--- src/rtl/decode_stage_pipe.sv ---
// decode_stage_pipe: RISC-V decode stage with register file, write-back bypass,
// immediate generation, illegal-opcode flagging and a D/E pipeline register.
//   clk, rst_n              clock (rising edge), asynchronous active-low reset
//   instr_i, pc_i,
//   pc_plus4_i, valid_i     instruction in decode, its PC, PC+4, and valid flag
//   stall_i, flush_i        hazard-unit controls; flush wins over stall
//   wb_we_i, wb_rd_i,
//   wb_data_i               write-back port into the register file
//   valid_o ... illegal_o   registered D/E fields (one cycle after the inputs)
module decode_stage_pipe #(
    parameter int XLEN = 32,
    parameter int NREG = 32,
    localparam int AW = $clog2(NREG)
) (
    input  logic            clk,
    input  logic            rst_n,
    input  logic [31:0]     instr_i,
    input  logic [XLEN-1:0] pc_i,
    input  logic [XLEN-1:0] pc_plus4_i,
    input  logic            valid_i,
    input  logic            stall_i,
    input  logic            flush_i,
    input  logic            wb_we_i,
    input  logic [AW-1:0]   wb_rd_i,
    input  logic [XLEN-1:0] wb_data_i,
    output logic            valid_o,
    output logic [6:0]      op_o,
    output logic [2:0]      funct3_o,
    output logic [6:0]      funct7_o,
    output logic [AW-1:0]   rs1_o,
    output logic [AW-1:0]   rs2_o,
    output logic [AW-1:0]   rd_o,
    output logic [XLEN-1:0] rd1_o,
    output logic [XLEN-1:0] rd2_o,
    output logic [XLEN-1:0] imm_o,
    output logic [XLEN-1:0] pc_o,
    output logic [XLEN-1:0] pc_plus4_o,
    output logic            illegal_o
);
    logic [XLEN-1:0] regs [NREG];
    logic [6:0]      op;
    logic [AW-1:0]   rs1, rs2, rd;
    logic            wb_hit;
    logic [XLEN-1:0] rd1, rd2, imm;
    logic [31:0]     imm32;
    logic            is_i, is_s, is_b, is_u, is_j, is_r, illegal;

    assign op     = instr_i[6:0];
    assign rs1    = instr_i[15 +: AW];
    assign rs2    = instr_i[20 +: AW];
    assign rd     = instr_i[7 +: AW];
    assign wb_hit = wb_we_i && wb_rd_i != '0;

    // x0 is never written, so its entry stays 0 and needs no read guard
    assign rd1 = (wb_hit && wb_rd_i == rs1) ? wb_data_i : regs[rs1];
    assign rd2 = (wb_hit && wb_rd_i == rs2) ? wb_data_i : regs[rs2];

    assign is_i = op == 7'b0000011 || op == 7'b0010011 || op == 7'b1100111 || op == 7'b1110011;
    assign is_s = op == 7'b0100011;
    assign is_b = op == 7'b1100011;
    assign is_u = op == 7'b0110111 || op == 7'b0010111;
    assign is_j = op == 7'b1101111;
    assign is_r = op == 7'b0110011;
    assign illegal = !(is_i || is_s || is_b || is_u || is_j || is_r);

    assign imm32 = is_i ? {{20{instr_i[31]}}, instr_i[31:20]} :
                   is_s ? {{20{instr_i[31]}}, instr_i[31:25], instr_i[11:7]} :
                   is_b ? {{19{instr_i[31]}}, instr_i[31], instr_i[7], instr_i[30:25], instr_i[11:8], 1'b0} :
                   is_u ? {instr_i[31:12], 12'b0} :
                   is_j ? {{11{instr_i[31]}}, instr_i[31], instr_i[19:12], instr_i[20], instr_i[30:21], 1'b0} :
                   32'b0;
    // signed cast so the 32-bit immediate sign-extends when XLEN is 64
    assign imm = XLEN'(signed'(imm32));

    always_ff @(posedge clk or negedge rst_n) begin
        if (!rst_n) begin
            for (int i = 0; i < NREG; i++) regs[i] <= '0;
        end else if (wb_hit) begin
            regs[wb_rd_i] <= wb_data_i;
        end
    end

    always_ff @(posedge clk or negedge rst_n) begin
        if (!rst_n) begin
            valid_o    <= 1'b0;
            op_o       <= '0;
            funct3_o   <= '0;
            funct7_o   <= '0;
            rs1_o      <= '0;
            rs2_o      <= '0;
            rd_o       <= '0;
            rd1_o      <= '0;
            rd2_o      <= '0;
            imm_o      <= '0;
            pc_o       <= '0;
            pc_plus4_o <= '0;
            illegal_o  <= 1'b0;
        end else if (flush_i) begin
            valid_o    <= 1'b0;
            op_o       <= '0;
            funct3_o   <= '0;
            funct7_o   <= '0;
            rs1_o      <= '0;
            rs2_o      <= '0;
            rd_o       <= '0;
            rd1_o      <= '0;
            rd2_o      <= '0;
            imm_o      <= '0;
            pc_o       <= '0;
            pc_plus4_o <= '0;
            illegal_o  <= 1'b0;
        end else if (stall_i) begin
            // refresh held operands so a write-back during the stall is not lost
            if (wb_hit && wb_rd_i == rs1_o) rd1_o <= wb_data_i;
            if (wb_hit && wb_rd_i == rs2_o) rd2_o <= wb_data_i;
        end else begin
            valid_o    <= valid_i;
            op_o       <= op;
            funct3_o   <= instr_i[14:12];
            funct7_o   <= instr_i[31:25];
            rs1_o      <= rs1;
            rs2_o      <= rs2;
            rd_o       <= rd;
            rd1_o      <= rd1;
            rd2_o      <= rd2;
            imm_o      <= imm;
            pc_o       <= pc_i;
            pc_plus4_o <= pc_plus4_i;
            illegal_o  <= valid_i && illegal;
        end
    end
endmodule

--- config.mk ---
export PLATFORM = sky130hd
export DESIGN_NAME = decode_stage_pipe
export DESIGN_NICKNAME = d
export VERILOG_FILES = /design/src/rtl/decode_stage_pipe.sv
export SDC_FILE = /design/constraint.sdc
export NUM_CORES = 2
export LEC_CHECK = 0
export ABC_AREA = 1
export BUFFER_PORTS_ARGS = -buffer_cell sky130_fd_sc_hd__buf_2
export CORE_UTILIZATION = 35
export DETAILED_ROUTE_END_ITERATION = 8
export GPL_ROUTABILITY_DRIVEN = 0
export PLACE_DENSITY = 0.55
export REMOVE_ABC_BUFFERS = 1
export SLEW_MARGIN = 20
export SYNTH_ARGS = -nofsm -noshare
export SYNTH_HDL_FRONTEND = slang
export SYNTH_SLANG_ARGS = --single-unit
--- constraint.sdc ---
create_clock -name clk -period 2.45 [get_ports clk]
set_clock_uncertainty 0.05 [all_clocks]
set_input_delay 0.1225 -clock clk [delete_from_list [all_inputs] [get_ports clk]]
set_output_delay 0.1225 -clock clk [all_outputs]
set_load 0.02 [all_outputs]
Yosys cells after proc, flatten, opt, wreduce, memory -nomap -nowiden. Cells that the tools add are included.

Register bits: 1218. Input port bits: 139. Output and inout port bits: 194. Logic and storage cells: 131.

Order comparisons: 4. Equality and inequality tests: 17. Mux-type cells: 44. Bitwise gates (word level): 3. Reduce and logical (&&, ||, !) cells: 18.

Operators with widths (count): 1024-bit bitwise mux (1); 32-bit two-way mux (24); 32-bit binary-select mux with 5-bit select (2); 32-bit demux with 5-bit select (1); 5-bit two-way mux (6); 7-bit equality test (second input constant) (4); 7-bit two-way mux (4); 7-bit by 6-bit equality test with 1-bit output (second input constant) (3); 5-bit equality test (4); 6-bit greater-or-equal comparator (second input constant) (3); 5-bit inverter with 6-bit output (3); 7-bit by 5-bit equality test with 1-bit output (second input constant) (2); 1-bit logical OR (9); 7-bit by 2-bit equality test with 1-bit output (second input constant) (1); 1-bit logical AND (7); 6-bit by 1-bit < comparator with 1-bit output (second input constant) (1); 3-bit two-way mux (2); 3-bit by 1-bit inequality test with 1-bit output (second input constant) (2); 5-bit nonzero test (1); 1-bit two-way mux (4); 2-bit by 1-bit inequality test with 1-bit output (second input constant) (1); 1-bit logical NOT (1).

Depth between registers and ports, before layout.
Depth after elaboration: 13. Depth in mapped cells: 14. Gate-level depth less buffers: 11.

Worst setup path after synthesis. Ideal clock, no wire load.

Kind: input -> register. From: in wb_rd_i[1]. To: reg regs[680] in the netlist's numbering. Library setup time: 0.134 ns. Arrival: 1.451 ns. Data required time: 2.266 ns. Slack: 0.814 ns. Stages on the path: 7. Buffers on the path: 2. Cell sequence: buf_2 inv_2 nor3_2 nand2_2 clkbuf_1 nand2_1 o21ai_0.

Word-level cells in the longest chain between the ends: 6. Elaborated cells on any way between the ends: 9. Classes of those cells: order compare: 2; mux: 3; bitwise: 1; reduce/logical: 3.

RTL lines: from (decl) (RTL line 24) `input logic [AW-1:0] wb_rd_i,`; 5-bit inverter with 6-bit output (implied by the code) (RTL line 79) `regs[wb_rd_i] <= wb_data_i;`; 6-bit greater-or-equal comparator (implied by the code) / 6-bit by 1-bit < comparator with 1-bit output (equally long branches) (RTL line 79); 1-bit logical AND (implied by the code) (RTL line 79); 32-bit two-way mux (implied by the code) (RTL line 79); 32-bit demux with 5-bit select (RTL line 79); 1024-bit bitwise mux (RTL line 79); to (signal, indexed assignment) (RTL line 79); to (decl) (RTL line 40) `logic [XLEN-1:0] regs [NREG];`.

Several ways; a longest one is shown, not always the timed one. A chain may end at the register's enable or synchronous reset.

Worst setup path in the final report.
From: in instr_i[4]. To: reg imm_o[1].

Word-level cells in the longest chain between the ends: 8. Elaborated cells on any way between the ends: 20. Classes of those cells: eq/ne: 9; mux: 7; reduce/logical: 4.

RTL lines: from (decl) (RTL line 17) `input logic [31:0] instr_i,`; 7-bit equality test (tied with other cells) (RTL line 62) `assign is_j = op == 7'b1101111;`; 32-bit two-way mux / 1-bit logical OR (equally long branches) (RTL line 70, 61); 32-bit two-way mux (RTL line 69) `is_u ? {instr_i[31:12], 12'b0} :`; 32-bit two-way mux (RTL line 68) `is_b ? {{19{instr_i[31]}}, instr_i[31], instr_i[7], instr_i[30:25], instr_i[11:8], 1'b0} :`; 32-bit two-way mux (RTL line 67) `is_s ? {{20{instr_i[31]}}, instr_i[31:25], instr_i[11:7]} :`; 32-bit two-way mux * (RTL line 66) `assign imm32 = is_i ? {{20{instr_i[31]}}, instr_i[31:20]} :`; 32-bit two-way mux * (RTL line 112) `end else if (stall_i) begin`; 32-bit two-way mux * (RTL line 98) `end else if (flush_i) begin`; to (signal assigned) (RTL line 126) `imm_o <= imm;`; to (decl) (RTL line 35) `output logic [XLEN-1:0] imm_o,`.

Every way passes the cells marked *; elsewhere a longest branch is shown, timed or not. The select of a mux whose other input is x is not followed.

==> summary.md <==
The distinct cell type count of the synthesized netlist came out at 29. The final standard cell utilization of the core is 42.01%. The worst path buffer plus inverter count works out to 7. Per report_power, the combinational group accounts for 18.7% of the total. The routed design has 279,900 microns of wire. The async set-reset flop share out of synthesis was 100.0%. The library cell used most frequently in the layout, excluding fill and tap cells, is sky130_fd_sc_hd__nand2_1.

By area, the combinational part of the netlist is dominated by simple AND/OR/NAND/NOR gates. STA classifies the critical path endpoint as a flop. Summing the areas of all fa, ha and maj instances in the mapped netlist gives 0% of the synthesized area.

The top achievable clock speed was 0.4195 GHz; the minimum period implied by the final worst setup slack was 2.384 ns. The final instance area was 76,830 sq um; the routed via count divided by cell count was 5.636. The fraction of the yosys area taken by sequential cells was 47.36%; the switching component of the power was 19.17 mW. The total number of placement rows is 157. Among the stages of the critical path, the cell type that occurs most often is sky130_fd_sc_hd__dlygate4sd3_1. The run gives 40.48% as the met1 usage in global routing. Global routing used 4.846% of the available met3 tracks.

The area inside the core boundary was 182,900 sq um; the number of port buffers was 332. The DRC violations left is 0, and the delay of the slowest cell on the worst path is 0.58 ns. The clock network burns 37.8% of the power.

Pin placement for this block handled 333 I/O pins. STA puts the critical path data required time at 3.14 ns. Walking the worst path, the cells encountered are dlygate4sd3_1 -> buf_2 -> inv_1 -> nand2_1 -> dlygate4sd3_1 -> nor2_2 -> dlygate4sd3_1 -> buf_4 -> nand3_1 -> dlygate4sd3_1 -> nand3_1. At the pin with the least slew margin, the transition time is 1.070 ns. The height of the chip is 430.8 microns. Global routing consumed, on the met2 layer, 46.17% of the routing resources. After detailed routing, the average wire length per cell comes to 23.66 microns. For this run, the total global-route usage over all layers was measured as 29.57%. The flop and latch count out of synthesis is 1,218, and the effective utilization at floorplan is 35.19%. Relative to the synthesized area, the layout overhead comes to 19.37%. Once the clock tree was built, the setup fixing pass inserted 0 buffers. Overall die area: 185,600 sq um.

The horizontal die dimension was 430.8 microns; the global-route wire length before repair was 415,400 microns. For this design the ratio of total power to cell area is 782.5 nW/um^2. The run finished with clean final reports. The max-cap check violation count came out at 0. For this run the aggregate overflow at the end of global routing stands at 0. The clock-pin slew reported for the worst setup and hold paths after clock tree synthesis was 0.06 ns.

The run gives 43.5% as the sequential share of power. TritonCTS built the clock tree. Of the total synthesized cell area, the portion taken by AND, OR, NAND and NOR gates is 37.38%. The startpoint kind of the worst setup timing path was an input port. The clock tree synthesis step divided the H-tree into 4 levels. For the total via count in the routed design, the log shows 66,690.

Along the worst path, the maximum fanout reaches 6. The hold violation count in the final report was 0; the max-slew violation total from the final report was 0. The most instantiated flip-flop cell in the synthesis netlist is sky130_fd_sc_hd__dfrtp_1. Net switching is 31.88% of the power. Entering global routing, the biggest net connects 131 pins. The relative slew slack is 28.57%. The worst min-delay path category is in -> reg. The first detailed-routing pass took 6 iterations. After the first detailed-routing iteration, the DRC count stood at 9,200. The number of antenna violations at the first check in global routing is 5. In this run, synthesis inferred 0 flip-flops with an integrated enable.

The cell area that synthesis handed to floorplanning was 64,360 sq um. The clock reaches the later pin of the worst-skew pair after 0.82 ns. Measured against the total synthesized area, the mux share comes to 0%. IR analysis of the VDD net gives a maximum drop of 0.5151 mV.

The busiest metal layer after global routing is met2. The run gives 9,130 as the instance count of the mapped netlist. The logs give 0 for the remaining antenna violation count and 62,520 for the number of global-route vias before repair. TritonCTS created 145 clock buffers. The final count of negative-setup-slack endpoints is 0, and the total number of clock tree sinks is 1,218.

For the worst setup path, the data arrival time is 3.07 ns. The wire-length estimate of the detail-placed layout is 164,300 microns. The critical path is of the in -> reg type. The internal portion of the total power is 40.95 mW. The number of nets at the end of the flow was 9,389.

The total of warnings raised by yosys came out at 0. The clock root buffer master was sky130_fd_sc_hd__clkbuf_16. The cell area reported after detailed placement is 70,300 sq um. The slowest library cell on the worst path is sky130_fd_sc_hd__dlygate4sd3_1. The average instance area after synthesis was 7.049 sq um; the buffer levels on the longest clock path was 3. In the layout the commonest cells are sky130_fd_sc_hd__nand2_1, sky130_fd_sc_hd__nand3_1, sky130_fd_sc_hd__dfrtp_1, sky130_fd_sc_hd__o21ai_0, sky130_fd_sc_hd__buf_2.

The part of the cycle the worst path needs works out to 97.30%. The family with the most delay on the worst path is buffers and inverters. Setup repair after global routing left no endpoint under its margin. The post-synthesis share of cell area spent on xor and xnor gates is 0.2041%. Cells with a size suffix above 1 make up 10.01% of the layout. In this run the static leakage power is 36.84 nW. The fraction of the mapped netlist area in compound gates came out at 9.775%.
## synthesized netlist by cell type, types with 2 or more instances
library cell               number  area (sq um)
sky130_fd_sc_hd__nand2_1     3959         14860
sky130_fd_sc_hd__nand3_1     1680          8408
sky130_fd_sc_hd__dfrtp_1     1218         30480
sky130_fd_sc_hd__o21ai_0      933          4669
sky130_fd_sc_hd__clkbuf_1     698          2620
sky130_fd_sc_hd__nor2_1       142         533.0
sky130_fd_sc_hd__a21oi_1      139         695.7
sky130_fd_sc_hd__a22o_1        75         656.9
sky130_fd_sc_hd__buf_1         63         236.5
sky130_fd_sc_hd__inv_1         57         214.0
sky130_fd_sc_hd__buf_2         54         270.3
sky130_fd_sc_hd__o21ai_1       44         220.2
sky130_fd_sc_hd__nand2_2       17         106.4
sky130_fd_sc_hd__xnor2_1        9         78.83
sky130_fd_sc_hd__nor3_1         7         35.03
sky130_fd_sc_hd__inv_2          6         22.52
sky130_fd_sc_hd__xor2_1         6         52.55
sky130_fd_sc_hd__clkinv_1       5         18.77
sky130_fd_sc_hd__nor3_2         4         40.04
sky130_fd_sc_hd__nand4_1        3         18.77
sky130_fd_sc_hd__buf_4          2         15.01
sky130_fd_sc_hd__nor4_4         2         42.54
## metrics by stage
stage                     setup slack (ns)  std cells  power (mW)  TNS (ns)  hold slack, ns
after floorplan                     -6.672       8313       32.62   -714.61         -0.2231
after global placement              0.2504      11420       37.00         0         0.03102
after detailed placement            0.2388      11420       37.30         0         0.03223
after CTS                          0.03287      11830       60.23         0     0.000009048
after global routing              0.002304      11830       63.03         0         0.02825
final                              0.06616      11830       60.12         0         0.03979
## registers in the layout (all words and copies together) (netlist names), 3 cells and up
signal	cells
imm_o	32
rs2_o	5
rd_o	5
pc_o	32
rd1_o	32
pc_plus4_o	32
funct7_o	7
rs1_o	5
rd2_o	32
regs	1024
op_o	7
funct3_o	3
## power by group through the flow
| stage | registers, mW | logic [mW] | clock network (mW) |
|---|---|---|---|
| floorplan | 25.9 | 6.70 | 0 |
| global placement | 26.3 | 10.7 | 0 |
| detailed placement | 26.3 | 10.9 | 0 |
| CTS | 26.0 | 11.2 | 23.0 |
| global route | 26.6 | 12.7 | 23.8 |
| finish | 26.2 | 11.2 | 22.7 |
## what timing repair did
action,CTS,global route
hold endpoints to repair,1673,0
endpoints found under the setup margin,0,19
resized for setup,0,6
hold buffers,152,0
## logic make-up after synthesis
family	Yosys count
and+or+nand+nor	5815
DFF	1218
AOI/OAI and AO/OA	1197
buffers and inverters	885
xor gates and xnor gates	15
## tightest hold or removal path, cell delays in order
cell,delay (ns)
sky130_fd_sc_hd__dlygate4sd3_1,0.52
sky130_fd_sc_hd__buf_2,0.10
sky130_fd_sc_hd__a22o_1,0.12
## cell type report
class	instances	area, sq um
multi-input cells	7027	30720
inverters	68	307.8
fillers	18630	106100
flip-flops and latches	1218	30480
clock buffers	211	4239
diodes	2	5.005
well taps	2464	3083
repair buffers	790	7264
clock inverters	53	730.7
## path summary, 6_finish.rpt
kind	startpoint	to	slack, ns	depth (start not counted)
max	instr_i[4]	imm_o[1]$_DFFE_PN0P_	0.07	11
min	pc_i[31]	pc_o[31]$_DFFE_PN0P_	0.04	3
max reg2reg	rs1_o[1]$_DFFE_PN0P_	rd1_o[19]$_DFFE_PN0P_	0.18	10
min reg2reg	regs[1000]$_DFFE_PN0P_	regs[1000]$_DFFE_PN0P_	0.35	0
max in group asynchronous	rst_n	regs[207]$_DFFE_PN0P_	1.57	4
min in group asynchronous	rst_n	regs[417]$_DFFE_PN0P_	0.09	3
## metal layers
layer  vias to the layer above  part of all wire [%]
li1                      30040                     -
met1                     32290                    42
met2                      3649                    45
met3                       702                   8.9
met4                         8                   4.5
met5                         -                 0.021
No activity file was read; power rests on OpenSTA's default activity.
